==> src/rtl/dat_fifo_pkg.sv <==
// dat_fifo_pkg
// Shared definitions for the DAT-line write FIFO and its neighbours.
//   DAT_WORD_WIDTH       word width shared with dat_phys dataFROMFIFO
//   DAT_FIFO_ADDR_WIDTH  default log2 of FIFO depth
//   DAT_FIFO_AF_THRESH   default almost_full level (used with DAT_FIFO_ALMOST_EN)
//   DAT_FIFO_AE_THRESH   default almost_empty level (used with DAT_FIFO_ALMOST_EN)
package dat_fifo_pkg;

  localparam int DAT_WORD_WIDTH      = 32;
  localparam int DAT_FIFO_ADDR_WIDTH = 4;
  localparam int DAT_FIFO_AF_THRESH  = 12;
  localparam int DAT_FIFO_AE_THRESH  = 2;

endpackage

==> src/rtl/dat_fifo_ram.sv <==
// dat_fifo_ram
// Simple dual-port storage array for dat_fifo: one write port and one
// registered read port, both clocked by sd_clock.
// Ports:
//   sd_clock   clock
//   reset      synchronous active-high; clears only the read register
//   wr_en_i    write strobe
//   wr_addr_i  write address
//   wr_data_i  write data
//   rd_en_i    read strobe; rd_data_o loads on the edge it is sampled
//   rd_addr_i  read address
//   rd_data_o  registered read data, holds when rd_en_i is low
module dat_fifo_ram
  import dat_fifo_pkg::*;
#(
  parameter int DATA_WIDTH = DAT_WORD_WIDTH,
  parameter int ADDR_WIDTH = DAT_FIFO_ADDR_WIDTH
) (
  input  logic                  sd_clock,
  input  logic                  reset,
  input  logic                  wr_en_i,
  input  logic [ADDR_WIDTH-1:0] wr_addr_i,
  input  logic [DATA_WIDTH-1:0] wr_data_i,
  input  logic                  rd_en_i,
  input  logic [ADDR_WIDTH-1:0] rd_addr_i,
  output logic [DATA_WIDTH-1:0] rd_data_o
);

  logic [DATA_WIDTH-1:0] mem_q [2**ADDR_WIDTH];
  logic [DATA_WIDTH-1:0] rd_data_q;

  // Storage has no reset so it can map onto plain RAM cells.
  always_ff @(posedge sd_clock) begin
    if (wr_en_i) begin
      mem_q[wr_addr_i] <= wr_data_i;
    end
  end

  // A read and write to the same address on one edge returns the old word,
  // which is what the FIFO relies on when it is full and reads+writes at once.
  always_ff @(posedge sd_clock) begin
    if (reset) begin
      rd_data_q <= '0;
    end else if (rd_en_i) begin
      rd_data_q <= mem_q[rd_addr_i];
    end
  end

  assign rd_data_o = rd_data_q;

endmodule

==> src/rtl/dat_fifo.sv <==
// dat_fifo
// Single-clock word FIFO sitting directly upstream of dat_phys. The host/DMA
// side pushes words for SD write transfers; dat_phys pops them, and data_out
// feeds dat_phys dataFROMFIFO. Fill level and sticky error flags are reported
// to the controller.
// Optional feature macro: DAT_FIFO_ALMOST_EN adds almost_full/almost_empty.
// Ports:
//   sd_clock    clock
//   reset       synchronous active-high reset (also clears data_out)
//   flush       synchronous clear of pointers, count and flags
//   write_en    push request, qualified by !full (or a concurrent pop)
//   data_in     word to push
//   read_en     pop request, qualified by !empty
//   data_out    registered popped word
//   data_valid  one-cycle pulse when data_out was updated
//   full        count == depth
//   empty       count == 0
//   count       words stored, 0..depth
//   overflow    sticky: write attempted while full
//   underflow   sticky: read attempted while empty
//   almost_full / almost_empty  (DAT_FIFO_ALMOST_EN only)
module dat_fifo
  import dat_fifo_pkg::*;
#(
  parameter int DATA_WIDTH = DAT_WORD_WIDTH,
  parameter int ADDR_WIDTH = DAT_FIFO_ADDR_WIDTH
`ifdef DAT_FIFO_ALMOST_EN
  ,
  parameter int AF_THRESH  = DAT_FIFO_AF_THRESH,
  parameter int AE_THRESH  = DAT_FIFO_AE_THRESH
`endif
) (
  input  logic                  sd_clock,
  input  logic                  reset,
  input  logic                  flush,
  input  logic                  write_en,
  input  logic [DATA_WIDTH-1:0] data_in,
  input  logic                  read_en,
  output logic [DATA_WIDTH-1:0] data_out,
  output logic                  data_valid,
  output logic                  full,
  output logic                  empty,
  output logic [ADDR_WIDTH:0]   count,
  output logic                  overflow,
  output logic                  underflow
`ifdef DAT_FIFO_ALMOST_EN
  ,
  output logic                  almost_full,
  output logic                  almost_empty
`endif
);

  logic [ADDR_WIDTH-1:0] wr_ptr_q;
  logic [ADDR_WIDTH-1:0] rd_ptr_q;
  logic [ADDR_WIDTH:0]   count_q;
  logic [ADDR_WIDTH:0]   count_d;
  logic                  full_q;
  logic                  empty_q;
  logic                  overflow_q;
  logic                  underflow_q;
  logic                  data_valid_q;
  logic                  rd_ok;
  logic                  wr_ok;
  logic                  clear;

  assign clear = reset | flush;

  // A write into a full FIFO is still accepted when a pop frees a slot on
  // the same edge.
  assign rd_ok = read_en & ~empty_q;
  assign wr_ok = write_en & (~full_q | rd_ok);

  always_comb begin
    count_d = count_q;
    case ({wr_ok, rd_ok})
      2'b10:   count_d = count_q + 1'b1;
      2'b01:   count_d = count_q - 1'b1;
      default: count_d = count_q;
    endcase
  end

  // Memory accesses are suppressed during reset/flush so a flush leaves
  // data_out untouched.
  dat_fifo_ram #(
    .DATA_WIDTH (DATA_WIDTH),
    .ADDR_WIDTH (ADDR_WIDTH)
  ) u_ram (
    .sd_clock  (sd_clock),
    .reset     (reset),
    .wr_en_i   (wr_ok & ~clear),
    .wr_addr_i (wr_ptr_q),
    .wr_data_i (data_in),
    .rd_en_i   (rd_ok & ~clear),
    .rd_addr_i (rd_ptr_q),
    .rd_data_o (data_out)
  );

  // Count never exceeds the depth, so its MSB alone marks full.
  always_ff @(posedge sd_clock) begin
    if (clear) begin
      wr_ptr_q     <= '0;
      rd_ptr_q     <= '0;
      count_q      <= '0;
      full_q       <= 1'b0;
      empty_q      <= 1'b1;
      overflow_q   <= 1'b0;
      underflow_q  <= 1'b0;
      data_valid_q <= 1'b0;
    end else begin
      if (wr_ok) begin
        wr_ptr_q <= wr_ptr_q + 1'b1;
      end
      if (rd_ok) begin
        rd_ptr_q <= rd_ptr_q + 1'b1;
      end
      count_q      <= count_d;
      full_q       <= count_d[ADDR_WIDTH];
      empty_q      <= (count_d == '0);
      overflow_q   <= overflow_q | (write_en & ~wr_ok);
      underflow_q  <= underflow_q | (read_en & ~rd_ok);
      data_valid_q <= rd_ok;
    end
  end

  assign full       = full_q;
  assign empty      = empty_q;
  assign count      = count_q;
  assign overflow   = overflow_q;
  assign underflow  = underflow_q;
  assign data_valid = data_valid_q;

`ifdef DAT_FIFO_ALMOST_EN
  localparam logic [ADDR_WIDTH:0] AfLevel = (ADDR_WIDTH+1)'(AF_THRESH);
  localparam logic [ADDR_WIDTH:0] AeLevel = (ADDR_WIDTH+1)'(AE_THRESH);

  logic almost_full_q;
  logic almost_empty_q;

  // Derived from the next-state count so they move on the same edge as count.
  always_ff @(posedge sd_clock) begin
    if (clear) begin
      almost_full_q  <= 1'b0;
      almost_empty_q <= 1'b1;
    end else begin
      almost_full_q  <= (count_d >= AfLevel);
      almost_empty_q <= (count_d <= AeLevel);
    end
  end

  assign almost_full  = almost_full_q;
  assign almost_empty = almost_empty_q;
`endif

endmodule

==> config.mk <==
export PLATFORM = sky130hd
export DESIGN_NAME = dat_fifo
export DESIGN_NICKNAME = d
export VERILOG_FILES = /design/src/rtl/dat_fifo_pkg.sv /design/src/rtl/dat_fifo_ram.sv /design/src/rtl/dat_fifo.sv
export SDC_FILE = /design/constraint.sdc
export NUM_CORES = 1
export LEC_CHECK = 0
export ABC_CLOCK_PERIOD_IN_PS = 5200
export CAP_MARGIN = 20
export CORE_ASPECT_RATIO = 1.2
export CORE_MARGIN = 2
export CORE_UTILIZATION = 48
export CTS_BUF_LIST = sky130_fd_sc_hd__clkbuf_2 sky130_fd_sc_hd__clkbuf_4 sky130_fd_sc_hd__clkbuf_8
export CTS_CLUSTER_DIAMETER = 30
export DETAILED_ROUTE_END_ITERATION = 10
export GPL_ROUTABILITY_DRIVEN = 0
export PLACE_DENSITY_LB_ADDON = 0.12
export RECOVER_POWER = 50
export SETUP_SLACK_MARGIN = 0.5
export SYNTH_ARGS = -nofsm -noshare
export SYNTH_HDL_FRONTEND = slang
export SYNTH_SLANG_ARGS = --single-unit
==> constraint.sdc <==
create_clock -name sd_clock -period 5.2 [get_ports sd_clock]
set_input_delay 1.3 -clock sd_clock [delete_from_list [all_inputs] [get_ports sd_clock]]
set_output_delay 1.3 -clock sd_clock [all_outputs]
set_load 0.02 [all_outputs]
==> flow_summary.ini, run 1 <==
[status]
status = completed

[floorplanning]
die_area_um2 = 47340
io_pins = 79
design.core.area_um2 = 44990
rows = 85
start_util_pct = 48.66
die_y_um = 237.9
die_w_um = 198.9

[logic_synthesis]
synth_top_area_share_pct = 70.24
syn_inst = 1170
seq_area_frac_synth_pct = 74.72
yosys.area.top_type = edfxtp_1
ys.flop_type = edfxtp_1
ys_warn_count = 0
syn_area_um2 = 21890
synth_nets = 1215
yosys-top-cells-area = edfxtp_1 70%, mux4_2 6.6%, dfxtp_1 4.5%, mux2i_1 4.2%, mux2_2 3.1%
ys_types = 49
synthArstFlopShare_pct = 0
syn_area_per_cell_um2 = 18.71
synth-seq-cells = 561
synth_edf_count = 512

[routing]
drtPass1Iterations = 5
route.met3.wl_mm = 2.430
dr.first_iter.drc_count = 801
drt-met1-wl_mm = 20.72
via_per_inst = 5.586
ant_nets = 0
via_count = 11222
drt-total-wl_mm = 46.98
routed.top_layer = met4
route.detailed.drc = 0
wire_per_inst_um = 23.38
wl_met2_mm = 23.13

[cells_and_area]
final_common_cell = edfxtp_1
drive_gt1_share_pct = 25.36
finalNetCount = 1360
syn_to_final_growth_pct = 18.54
stdcell_count = 2009
post-route-util_pct = 57.68
seq_area_um2 = 16370
num-fill-cells = 3470
insertedDiodeCount = 0
multi_input_area_um2 = 5254
final_cell_mix = 512 x edfxtp_1, 112 x clkbuf_8, 91 x mux2i_1, 66 x dlygate4sd3_1, 64 x mux4_2

[sta]
hold_viol = 0
finalClockSkew_ns = 0.02623
max_freq_mhz = 248.3
rsz0062_at_grt = no
setup_viol = 0
fin_crit_sh_pct = 77.45
max_slew_margin_pct = 35.99
tightest_slew_ns = 0.9602
slew_viol_final = 0
fin_setup_tns_ns = 0
fin_crit_ns = 4.027

[worst_setup_path]
critPathMaxFanout = 13
crit_path_cell_trace = clkdlybuf4s50_1 > nand2b_1 > a21boi_0 > inv_1 > nor2_1 > nand2_1 > nor2_4 > buf_4
endpoint_kind = flop
cpPeakStageDelay_ns = 0.66
cp_top_family = simple AND/OR/NAND/NOR gates
critPathArrivalTime_ns = 4.37
critical_path_buf_inv_count = 3
cp-start-kind = input port
cp_slowest_cell = a21boi_0
crit_required_ns = 5.54
worstSetupPathType = input port to flop

[cts]
cts_hold_buf = 0
cts_setup_buffers = 0
numCtsBuffers = 105
path_clk_slew_ns = 0.05
root_buffer = clkbuf_8
cts_sinks = 561
htreeDepth = 3
cts_tree = yes
ctsLongestPathBuffers = 3
clk_latency_ns = 0.67
cts_resized = 0

[pwr]
vdd_drop_max_v = 0.0002411
p_total_mw = 9.887
p_per_area_nw_per_um2 = 381.0
leakage_nw = 8.124

[global_routing]
grt_pass1_vias = 11552
grt_start_max_net_pins = 71
antenna_found_initial = 0
gr-total-overflow = 0
grt_use_total_pct = 20.52
grt_pass1_wl_mm = 71.21

[placed_design]
hpwlAfterDp_mm = 26.81
place_inst = 1817
io_buffer_count = 78

[flow_run]
maxCapViolations = 0

[min_path]
worstHoldPathType = flop to flop
[where the power goes]
group / switching [mW] / internal, mW
logic: 0.143 / 0.0831
registers: 0.0139 / 4.94
clock network: 1.86 / 2.85
[tightest hold or removal path: cells and delay by family (launching register included)]
family             cells  cell delay [ns]
DFF                    1             0.32
and+or+nand+nor        1             0.07
AOI/OAI and AO/OA      1             0.04
[cells in the mapped netlist (2+ instances only)]
cell type / count
mux2i_1: 91
xnor2_1: 3
o22ai_1: 23
or3_1: 2
buf_12: 2
nand2_1: 21
mux2_2: 61
o221ai_1: 3
inv_1: 3
mux4_2: 64
ha_1: 8
o31ai_1: 23
clkbuf_1: 33
o311ai_0: 2
nor3_1: 4
nor2_1: 60
mux4_1: 8
a31oi_1: 2
nand3_1: 5
o21ai_0: 27
a211oi_1: 2
a2111oi_0: 6
buf_6: 9
dfxtp_1: 49
nand4_1: 2
a21oi_1: 60
o21bai_1: 23
edfxtp_1: 512
buf_4: 10
xor2_1: 7
buf_1: 4
a221o_1: 6
nor2b_1: 9
buf_2: 9
nand2b_1: 3
[registers in the layout, indices dropped and copies added, names as in the netlist]
name	flops
rd_ptr_q	4
count	5
wr_ptr_q	4
underflow	1
empty	1
u_ram.rd_data_o	32
u_ram.mem_q	512
overflow	1
data_valid	1
[metrics by stage]
step	instance area (um^2)	worst slack (ns)	hold WS, ns
3_5_place_dp	23580	0.7509	0.4591
2_1_floorplan	21910	1.152	0.5070
4_1_cts	25950	1.450	0.4729
3_3_place_gp	23580	0.8087	0.4451
6_report	25950	1.173	0.4627
5_1_grt	25950	0.9424	0.4943
[cell families after synthesis]
logic type | synth area share (%)
simple gates | 2.229
buf+inv | 1.938
xor+xnor | 0.4001
compound gates | 5.299
fa+ha+maj | 0.4573
mux | 14.96
flops | 74.72
[final cells by class]
type                            count  share of cell area [%]
Clock inverter                     60                   2.623
Inverter                            4                 0.05786
Clock buffer                      132                   6.519
Sequential cell                   561                   63.07
Timing Repair Buffer              106                   4.542
Multi-Input combinational cell    537                   20.25
Tap cell                          609                   2.937
[worst paths after layout]
check                  from             endpoint  slack [ns]  depth (start not counted)
setup / recovery    read_en  u_ram.mem_q[13][22]        1.17                          8
hold / removal    underflow            underflow        0.46                          2
setup reg to reg      empty  u_ram.mem_q[13][22]        1.90                          7
hold reg to reg   underflow            underflow        0.46                          2
[layer usage]
metal | track usage, % | up-vias
met5 | 0 | -
met4 | 6.174 | 0
met3 | 4.071 | 56
met2 | 33.29 | 318
met1 | 28.28 | 5806
li1 | - | 5042
Power figures use the tool's default switching activity.
==> run 2, diff against run 1 <==
--- a/config.mk
+++ b/config.mk
@@ -5,7 +5,7 @@
 export SDC_FILE = /design/constraint.sdc
 export NUM_CORES = 1
 export LEC_CHECK = 0
-export ABC_CLOCK_PERIOD_IN_PS = 5200
+export ABC_CLOCK_PERIOD_IN_PS = 3500
 export CAP_MARGIN = 20
 export CORE_ASPECT_RATIO = 1.2
 export CORE_MARGIN = 2
==> constraint.sdc (replaced) <==
create_clock -name sd_clock -period 3.5 [get_ports sd_clock]
set_input_delay 0.875 -clock sd_clock [delete_from_list [all_inputs] [get_ports sd_clock]]
set_output_delay 0.875 -clock sd_clock [all_outputs]
set_load 0.02 [all_outputs]
==> flow_summary.ini, run 2 (synthesis results as in run 1) <==
[status]
status = completed

[cts]
root_buffer = clkbuf_8
cts_sinks = 561
cts_resized = 0
numCtsBuffers = 104
htreeDepth = 3
path_clk_slew_ns = 0.05
cts_hold_buf = 0
cts_tree = yes
clk_latency_ns = 0.67
cts_setup_buffers = 0
ctsLongestPathBuffers = 3

[cells_and_area]
insertedDiodeCount = 0
syn_to_final_growth_pct = 20.34
largest_register_ffs = 512
post-route-util_pct = 58.56
finalNetCount = 1388
drive_gt1_share_pct = 26.80
final_common_cell = edfxtp_1
final_cell_mix = 512 x edfxtp_1, 117 x clkbuf_8, 91 x mux2i_1, 64 x mux4_2, 61 x mux2_2
num-fill-cells = 3404
top_register = u_ram.mem_q

[routing]
via_count = 11275
via_per_inst = 5.522
drtPass1Iterations = 5
ant_nets = 0
drt-total-wl_mm = 47.49
dr.first_iter.drc_count = 708
route.detailed.drc = 0
wire_per_inst_um = 23.26

[pwr]
power.share.clock_pct = 47.8
combPwrFrac_pct = 2.3
p_sw_mw = 2.947
p_sw_share_pct = 19.99
vdd_drop_max_v = 0.0003709
p_total_mw = 14.74
leakage_nw = 8.205
seq_power_share_pct = 49.9
p_int_mw = 11.79
p_per_area_nw_per_um2 = 559.5

[placed_design]
hpwlAfterDp_mm = 26.77
io_buffer_count = 78

[worst_setup_path]
critPathArrivalTime_ns = 3.40
critPathMaxFanout = 21
endpoint_kind = flop
rrSetupSlack_ns = 0.81
cp-start-kind = input port
crit_required_ns = 3.85
worstSetupPathType = input port to flop

[floorplanning]
die_w_um = 198.9
design.core.area_um2 = 44990
io_pins = 79
die_y_um = 237.9
rows = 85
die_area_um2 = 47340
start_util_pct = 48.66

[sta]
setup_viol = 0
fin_setup_tns_ns = 0
slew_viol_final = 0
hold_viol = 0
rsz0062_at_grt = no
fin_crit_ns = 3.049
fin_crit_sh_pct = 87.12
max_freq_mhz = 327.9
hold-worst-slack_ns = 0.4794
max_slew_margin_pct = 18.55
finalClockSkew_ns = 0.01938
tightest_slew_ns = 1.222

[global_routing]
gr-total-overflow = 0
grt_start_max_net_pins = 57
grt_pass1_vias = 11940
grt_use_total_pct = 20.87
grt_pass1_wl_mm = 72.40
antenna_found_initial = 1

[flow_run]
maxCapViolations = 0

[min_path]
worstHoldPathType = flop to flop
-- run 2: worst paths after layout --
check                                 start                   to  cells past startpoint
worst min-delay path               overflow             overflow                      2
worst max-delay path                  reset   u_ram.mem_q[4][12]                      9
worst min register to register     overflow             overflow                      2
worst max register to register  rd_ptr_q[1]  u_ram.rd_data_o[11]                      6
-- run 2: stage by stage --
stage	instances	instance area [um^2]	worst slack, ns
5_1_grt	2042	26340	0.3353
6_report	2042	26340	0.4507
3_5_place_dp	1846	23990	0.1650
4_1_cts	2042	26410	0.7199
3_3_place_gp	1846	23990	0.1813
2_1_floorplan	1170	21970	0.4544
-- run 2: worst max-delay path, cell delays in order --
cell           delay, ns
dlygate4sd3_1       0.60
or2_0               0.27
clkbuf_1            0.26
nor2_1              0.17
clkbuf_1            0.26
nand2_1             0.10
clkbuf_1            0.22
nor2_1              0.37
buf_12              0.26
-- run 2: final cells by class --
| class | instances | area [um^2] | area share, % |
|---|---|---|---|
| timing repair buffer | 135 | 1559 | 5.918 |
| multi-input combinational | 537 | 5220 | 19.82 |
| inverter | 4 | 15.01 | 0.05700 |
| tap | 609 | 762.0 | 2.893 |
| sequential | 561 | 16360 | 62.12 |
| clock buffer | 149 | 1851 | 7.025 |
| clock inverter | 47 | 571.8 | 2.171 |
-- run 2: power groups by stage --
stage / registers (mW) / logic (mW) / clock network, mW
floorplan: 7.50 / 0.153 / 0
global placement: 7.49 / 0.350 / 0
detailed placement: 7.49 / 0.357 / 0
CTS: 7.35 / 0.358 / 7.20
global route: 7.35 / 0.376 / 7.52
finish: 7.35 / 0.345 / 7.04
-- run 2: layer usage --
metal / track usage (%) / up-vias / wire [um]
met5: 0 / - / 0
met4: 6.784 / 0 / 717
met3: 3.901 / 53 / 2231
met2: 33.98 / 279 / 23310
met1: 28.60 / 5835 / 21230
li1: - / 5108 / -
==> run 3, diff against run 2 <==
--- a/config.mk
+++ b/config.mk
@@ -5,7 +5,7 @@
 export SDC_FILE = /design/constraint.sdc
 export NUM_CORES = 1
 export LEC_CHECK = 0
-export ABC_CLOCK_PERIOD_IN_PS = 3500
+export ABC_CLOCK_PERIOD_IN_PS = 3300
 export CAP_MARGIN = 20
 export CORE_ASPECT_RATIO = 1.2
 export CORE_MARGIN = 2
==> constraint.sdc (replaced) <==
create_clock -name sd_clock -period 3.3 [get_ports sd_clock]
set_input_delay 0.825 -clock sd_clock [delete_from_list [all_inputs] [get_ports sd_clock]]
set_output_delay 0.825 -clock sd_clock [all_outputs]
set_load 0.02 [all_outputs]
==> flow_summary.ini, run 3 (synthesis results as in run 1) <==
[status]
status = completed

[floorplanning]
rows = 85
io_pins = 79
design.core.area_um2 = 44990
start_util_pct = 48.66
die_w_um = 198.9
die_area_um2 = 47340
die_y_um = 237.9

[global_routing]
gr-total-overflow = 0
grt_use_total_pct = 20.53
grt_pass1_vias = 11658
antenna_found_initial = 2
grt_pass1_wl_mm = 71.25
grt_start_max_net_pins = 67

[placed_design]
place_inst = 1858
hpwlAfterDp_mm = 26.89
io_buffer_count = 78

[cts]
ctsLongestPathBuffers = 3
path_clk_slew_ns = 0.05
cts_tree = yes
cts_sinks = 561
cts_resized = 0
numCtsBuffers = 105
cts_hold_buf = 0
root_buffer = clkbuf_8
cts_setup_buffers = 0
htreeDepth = 3
clk_latency_ns = 0.67

[pwr]
p_sw_share_pct = 19.62
vdd_drop_max_v = 0.0003480
p_int_mw = 12.78
power.share.clock_pct = 48.7
p_sw_mw = 3.118
leakage_nw = 8.288
seq_power_share_pct = 49.1
p_per_area_nw_per_um2 = 600.8
p_total_mw = 15.89
combPwrFrac_pct = 2.3

[sta]
slew_viol_final = 0
tightest_slew_ns = 0.8382
hold_viol = 0
finalClockSkew_ns = 0.03175
max_slew_margin_pct = 44.12
max_freq_mhz = 346.7
fin_setup_tns_ns = 0
fin_crit_ns = 2.885
setup_viol = 0
rsz0062_at_grt = no
fin_crit_sh_pct = 87.41

[flow_run]
maxCapViolations = 0

[worst_setup_path]
worstSetupPathType = input port to flop
crit_path_cell_trace = dlygate4sd3_1 > nand2b_2 > a21boi_0 > inv_2 > nor2_4 > nand2_1 > nor2_1 > clkbuf_2
cpPeakStageDelay_ns = 0.68
endpoint_kind = flop
reg2reg_from = empty
r2r-end = u_ram.mem_q[9][1]
ff2ff_path_depth = 7
critical_path_buf_inv_count = 3
cp_slowest_cell = clkbuf_2
critPathArrivalTime_ns = 3.16
cp_top_family = buffers and inverters
rrSetupSlack_ns = 0.72
critPathMaxFanout = 18
cp-start-kind = input port
crit_required_ns = 3.57

[cells_and_area]
top_register = u_ram.mem_q
seq_area_um2 = 16370
drive_gt1_share_pct = 27.68
post-route-util_pct = 58.81
num-fill-cells = 3371
final_common_cell = edfxtp_1
syn_to_final_growth_pct = 20.86
multi_input_area_um2 = 5258
final_cell_mix = 512 x edfxtp_1, 116 x clkbuf_8, 91 x mux2i_1, 64 x mux4_2, 61 x mux2_2
insertedDiodeCount = 0
finalNetCount = 1401
stdcell_count = 2054
largest_register_ffs = 512

[min_path]
hold-path-cell-count = 2
hold_start = underflow
holdPathEnd = underflow
worstHoldPathType = flop to flop

[routing]
via_per_inst = 5.574
via_count = 11448
drt-total-wl_mm = 47.25
route.detailed.drc = 0
wire_per_inst_um = 23.00
dr.first_iter.drc_count = 677
ant_nets = 0
drtPass1Iterations = 7
[run 3: how the worst max path moves through the flow]
| stage | from | endpoint | depth (start not counted) |
|---|---|---|---|
| final | read_en | u_ram.mem_q[9][1] | 8 |
| after global routing | read_en | u_ram.mem_q[9][1] | 8 |
| after CTS | count[1] | count[1] | 1 |
| after detailed placement | read_en | empty | 12 |
| after global placement | read_en | empty | 12 |
| after floorplan | flush | u_ram.mem_q[0][0] | 5 |
[run 3: worst register-to-register path: cells and delay by family, from the launching register on]
family          cells  cell delay [ns]
simple gates        4             0.80
buf+inv             2             0.78
flops               1             0.32
compound gates      1             0.27
[run 3: area by class of cell]
type | instances | share of cell area [%]
flip-flops and latches | 561 | 61.86
well taps | 609 | 2.880
clock buffers | 140 | 6.716
clock inverters | 56 | 2.719
multi-input cells | 537 | 19.87
repair buffers | 147 | 5.893
inverters | 4 | 0.05675
[run 3: power groups by stage]
stage               clock (mW)  sequential [mW]  combinational [mW]
detailed placement           0             7.94               0.377
CTS                       7.90             7.80               0.378
finish                    7.73             7.80               0.363
global placement             0             7.94               0.370
global route              8.22             7.80               0.395
floorplan                    0             7.95               0.166
[run 3: routing by layer]
layer / vias up / wire, um / global-route usage [%]
met5: - / 0 / 0
met4: 0 / 881 / 7.033
met3: 69 / 2125 / 3.661
met2: 312 / 23910 / 34.41
met1: 5924 / 20330 / 27.18
li1: 5143 / - / -
[run 3: metrics by stage]
| stage | hold WS, ns | instance area, um^2 | setup slack [ns] |
|---|---|---|---|
| finish | 0.4613 | 26460 | 0.4154 |
| global route | 0.4911 | 26460 | 0.2969 |
| CTS | 0.4675 | 26540 | 0.5735 |
| detailed placement | 0.4542 | 24040 | 0.1302 |
| global placement | 0.4515 | 24040 | 0.1376 |
| floorplan | 0.5070 | 22040 | 0.4404 |
